### src/rtl/pipe_pkg.sv
// Shared definitions for the pipeline boundary registers: the occupancy
// state encoding and the canonical NOP payload word.
package pipe_pkg;

    typedef enum logic [1:0] {
        EMPTY = 2'b00,
        ONE   = 2'b01,
        FULL  = 2'b10
    } pipe_state_t;

    localparam logic [31:0] PIPE_NOP_WORD = 32'h0000_0000;

endpackage

### src/rtl/pipe_sat_counter.sv
// Saturating event counter: counts cycles with inc=1, sticks at all-ones,
// cleared only by the asynchronous active-high reset.
module pipe_sat_counter #(
    parameter int unsigned CNT_WIDTH = 16
) (
    input  logic                 clk,
    input  logic                 rst,
    input  logic                 inc,
    output logic [CNT_WIDTH-1:0] count
);

    logic [CNT_WIDTH-1:0] count_q;

    // Count up on inc until the counter reaches all-ones.
    always_ff @(posedge clk or posedge rst) begin
        if (rst) begin
            count_q <= '0;
        end else if (inc && (count_q != '1)) begin
            count_q <= count_q + 1'b1;
        end
    end

    assign count = count_q;

endmodule

### src/rtl/pipe_stage_reg.sv
// Elastic valid/ready pipeline boundary register with a one-entry skid
// buffer. in_ready and out_valid decode straight from the state register,
// so downstream back-pressure never forms a combinational path upstream.
// Flush kills all held entries and leaves a RESET_VAL bubble.
// Optional macro PIPE_STAGE_PERF_EN adds saturating stall/flush counters.
module pipe_stage_reg
    import pipe_pkg::*;
#(
    parameter int unsigned       WIDTH     = 64,
    parameter logic [WIDTH-1:0]  RESET_VAL = WIDTH'(PIPE_NOP_WORD)
`ifdef PIPE_STAGE_PERF_EN
    , parameter int unsigned     CNT_WIDTH = 16
`endif
) (
    input  logic                 clk,
    input  logic                 rst,
    input  logic                 flush,
    input  logic                 in_valid,
    output logic                 in_ready,
    input  logic [WIDTH-1:0]     in_data,
    output logic                 out_valid,
    input  logic                 out_ready,
    output logic [WIDTH-1:0]     out_data
`ifdef PIPE_STAGE_PERF_EN
    , output logic [CNT_WIDTH-1:0] stall_cnt,
    output logic [CNT_WIDTH-1:0] flush_cnt
`endif
);

    pipe_state_t      state_q;
    logic [WIDTH-1:0] main_q;
    logic [WIDTH-1:0] skid_q;
    logic             accept;
    logic             emit;

    assign out_valid = (state_q != EMPTY);
    assign in_ready  = (state_q != FULL);
    assign out_data  = main_q;

    // Handshake qualifiers for this cycle.
    always_comb begin
        accept = in_valid & in_ready;
        emit   = out_valid & out_ready;
    end

    // Occupancy FSM and payload registers; flush overrides every transition.
    always_ff @(posedge clk or posedge rst) begin
        if (rst) begin
            state_q <= EMPTY;
            main_q  <= RESET_VAL;
            skid_q  <= RESET_VAL;
        end else if (flush) begin
            state_q <= EMPTY;
            main_q  <= RESET_VAL;
            skid_q  <= RESET_VAL;
        end else begin
            case (state_q)
                EMPTY: begin
                    if (accept) begin
                        state_q <= ONE;
                        main_q  <= in_data;
                    end
                end
                ONE: begin
                    if (accept && emit) begin
                        main_q  <= in_data;
                    end else if (accept) begin
                        state_q <= FULL;
                        skid_q  <= in_data;
                    end else if (emit) begin
                        state_q <= EMPTY;
                        main_q  <= RESET_VAL;
                    end
                end
                FULL: begin
                    if (emit) begin
                        state_q <= ONE;
                        main_q  <= skid_q;
                        skid_q  <= RESET_VAL;
                    end
                end
                default: begin
                    state_q <= EMPTY;
                    main_q  <= RESET_VAL;
                    skid_q  <= RESET_VAL;
                end
            endcase
        end
    end

`ifdef PIPE_STAGE_PERF_EN
    logic stall_inc;
    logic flush_inc;

    // Stall: upstream offering while the skid is occupied; flush: kill of live data.
    always_comb begin
        stall_inc = in_valid & ~in_ready;
        flush_inc = flush & (state_q != EMPTY);
    end

    pipe_sat_counter #(
        .CNT_WIDTH (CNT_WIDTH)
    ) u_stall_cnt (
        .clk   (clk),
        .rst   (rst),
        .inc   (stall_inc),
        .count (stall_cnt)
    );

    pipe_sat_counter #(
        .CNT_WIDTH (CNT_WIDTH)
    ) u_flush_cnt (
        .clk   (clk),
        .rst   (rst),
        .inc   (flush_inc),
        .count (flush_cnt)
    );
`endif

endmodule

### config.mk
export PLATFORM = sky130hd
export DESIGN_NAME = pipe_stage_reg
export DESIGN_NICKNAME = d
export VERILOG_FILES = /design/src/rtl/pipe_pkg.sv /design/src/rtl/pipe_sat_counter.sv /design/src/rtl/pipe_stage_reg.sv
export SDC_FILE = /design/constraint.sdc
export NUM_CORES = 1
export LEC_CHECK = 0
export BUFFER_PORTS_ARGS = -buffer_cell sky130_fd_sc_hd__buf_2
export CAP_MARGIN = 20
export CORE_ASPECT_RATIO = 0.75
export CORE_MARGIN = 2
export CORE_UTILIZATION = 55
export CTS_CLUSTER_DIAMETER = 150
export DETAILED_ROUTE_END_ITERATION = 10
export HOLD_SLACK_MARGIN = 0.06
export PLACE_DENSITY_LB_ADDON = 0.2
export RECOVER_POWER = 100
export SLEW_MARGIN = 0
export SYNTH_ARGS = -nofsm -noshare
export SYNTH_HDL_FRONTEND = slang
export SYNTH_SLANG_ARGS = --single-unit
### constraint.sdc
create_clock -name clk -period 4.4 [get_ports clk]
set_input_delay 0 -clock clk [delete_from_list [all_inputs] [get_ports clk]]
set_output_delay 0 -clock clk [all_outputs]
set_load 0.05 [all_outputs]
==> metrics <==
DRC Markers=0; crit path max fanout=64; Synth top area share=48.5%; worst skew pair latency=0.41 ns; FILL cells=900; H-tree Lvls=4; syn_nets=between 600 and 700; critical path launch point=state_q[1]; Worst Reg-to-Reg Cells=5; delay-heaviest family, CP=buffers and inverters; Die Span Y=99.7 µm; worst path required time=4.69 ns; WL/cell=17.2 µm; crit path launch type=flop; die area=approximately 0.013 mm²; Pleak=3.73 nW; synthesized-area fraction occupied by adder cells=0%; Routed WL=~16000 µm; EDFF count, synth=0; Worst R2R End=out_data[36]; Hold Path End=skid_q[22]; number of global-route vias before repair=5354; Final Skew=around 0.007 ns; part of the power in combinational logic=18.6%; setup violators final=0; gpl congestion=roughly 0.76; simple logic cell fraction of the synthesized area=5.44%; Antenna Nets Post-Route=0; Yosys reg bits=130; Setup Crit Path Kind=reg2reg; synth top area cells=dfrtp_1 (48%), mux2i_1 (19%), a22o_1 (8.4%), o2bb2ai_1 (8.4%), nand2_1 (3.7%); Peak VDD IR=around 0.00033 V; Final Max Slew Viols=71; slew margin rel.=-24.6%; Synth Area in Compound Gates=17.2%; crit path cell chain=clkbuf_2 -> nor2_1 -> mux2i_1 -> nor2_8 -> a22o_1; via count=~5200; XOR/XNOR share of the synthesized area=0%; Sequential Power Share=38.6%; switching power total=1.00 mW; Area Overhead vs Synth=26.2%; Yosys top cell by area=dfrtp_1; most common cell in the netlist=dfrtp_1; Unique masters post-synth=24; status=complete, but fails checks; CTS Sinks=130; Buf/Inv on CP=1; post_cts resized=0; GRT overflow=0; Synth Instances=585; initial core utilization=a little under three fifths; synth warn=0; Internal=2.45 mW; Cell Pwr Density=approximately 410 mW/mm²; slowest cell delay on critical path=around 1.1 ns; Tmin final=3.47 ns; post-synthesis sequential area ratio=48.5%; layout cells sized above 1=15.0%; largest net degree at the start of global routing=65; Worst Max-Slew Pin Slew=1.86 ns; period utilization=78.8%; Max Cap Viol=2; CTS tree=built; WP data arrival=3.76 ns; FP Rows=34; Hold WS=0.408 ns; Avg Vias per Cell=between 5 and 6; DR pass1 iterations=5; final hold violations=0; switching share of total power=a little under 30%; Port Buffers=134; number of buffers created by CTS=17; violated checks=capacitance limit, slew limit; HP Start=in_data[22]; crit end category=flop; io pins=~140; HPWL Detailed=roughly 9700 µm; clock slew at reported path FFs=0.06 ns; nets@finish=837; main combinational cell family by area after synthesis=multiplexers; fraction of registers with async set/reset=100%; n_diodes=0; clock tree buffer depth=2; overall routing resource usage=25.7%; RSZ-0062 raised after global routing=no; mapped cell area=0.00671 mm²; Hold Path Depth=4; Primary FF master, synth=dfrtp_1; flop2flop setup slack=0.93 ns; worst hold path type=in2reg; average size of a mapped cell=11.5 µm²; post-synthesis mux area share=19.6%; Core Footprint=0.0117 mm²; crit path max-delay cell type=clkbuf_2; fmax=0.288 GHz; DR iter-0 viols=343; initial antenna violation count=0; Post-synth top cells=dfrtp_1 (130), mux2i_1 (128), nand2_1 (66), inv_1 (65); R2R Path Start=state_q[1]; first-pass GRT wire length=27000 µm; Die X-Extent=132 µm; final setup TNS=0 ns; CTS root buf=clkbuf_16; Clk network pwr share=42.8%
[logic make-up (layout without fill, tap and decap cells)]
kind of cell	count (synthesis)	in the layout
compound gates	132	132
mux	130	130
buf+inv	113	308
flops	130	130
simple gates	80	80
[worst min-delay path: stages]
cell           delay (ns)
dlygate4sd3_1        0.53
buf_2                0.14
nand2_1              0.05
mux2i_1              0.05
[worst max path at each step]
stage | to | slack, ns | depth (start not counted)
2_1_floorplan | out_data[0] | 0.93 | 1
3_3_place_gp | out_data[5] | 1.84 | 5
3_5_place_dp | out_data[36] | 1.79 | 5
4_1_cts | out_data[36] | 1.76 | 5
5_1_grt | out_data[36] | 0.81 | 5
6_report | out_data[36] | 0.93 | 5
[cell usage in the layout, fill, tap and decap left out, types with 2 or more instances in the layout]
| master | count |
|---|---|
| mux2i_1 | 129 |
| inv_1 | 64 |
| dlygate4sd3_1 | 69 |
| clkbuf_16 | 17 |
| clkinv_2 | 3 |
| nor2_1 | 4 |
| buf_2 | 69 |
| o2bb2ai_1 | 64 |
| nor2b_1 | 2 |
| nor2_4 | 2 |
| clkbuf_2 | 3 |
| dfrtp_1 | 129 |
| bufinv_16 | 4 |
| nand2_1 | 66 |
| clkinvlp_4 | 2 |
| buf_4 | 6 |
| a22o_1 | 64 |
| clkbuf_1 | 68 |
[per-layer routing]
layer,GRT usage (%),up-vias,part of all wire (%)
met5,0,-,0
met4,8.11,0,1.1
met3,6.27,14,6.0
met2,40.6,169,47
met1,35.5,2618,46
li1,-,2447,-
[area by class of cell]
| cell class | count | area, µm² | share of cell area (%) |
|---|---|---|---|
| clock buffers | 21 | 450 | 5.32 |
| inverters | 65 | 245 | 2.89 |
| repair buffers | 212 | 1340 | 15.8 |
| clock inverters | 10 | 159 | 1.88 |
| well taps | 162 | 203 | 2.39 |
| multi-input cells | 342 | 2820 | 33.3 |
| flip-flops and latches | 130 | 3250 | 38.4 |
[what timing repair did]
action,4_1_cts,5_1_grt
hold buffers,69,0
hold endpoints to repair,170,0
setup buffers,0,0
[state kept, by name, indices dropped and copies added (netlist names)]
name	cells
out_data	64
skid_q	64
state_q	2
[stage by stage]
stage / instance area, µm² / total power [mW] / utilization [%] / setup slack, ns / std cells
final: 8470 / 3.45 / 72.2 / 0.931 / 942
after floorplan: 6710 / 1.81 / - / 0.931 / 585
after global placement: 7290 / 1.95 / 62.1 / 1.84 / 842
after global routing: 8470 / 3.58 / 72.2 / 0.812 / 942
after CTS: 8590 / 3.48 / 73.2 / 1.76 / 942
after detailed placement: 7290 / 1.96 / 62.1 / 1.79 / 842
[power by group through the flow]
| stage | logic (mW) | clock network [mW] | registers (mW) |
|---|---|---|---|
| finish | 0.641 | 1.47 | 1.33 |
| global route | 0.689 | 1.55 | 1.34 |
| CTS | 0.662 | 1.48 | 1.33 |
| detailed placement | 0.611 | 0 | 1.35 |
| global placement | 0.599 | 0 | 1.35 |
| floorplan | 0.307 | 0 | 1.51 |
Note: power is estimated with default switching activity, not from simulation.
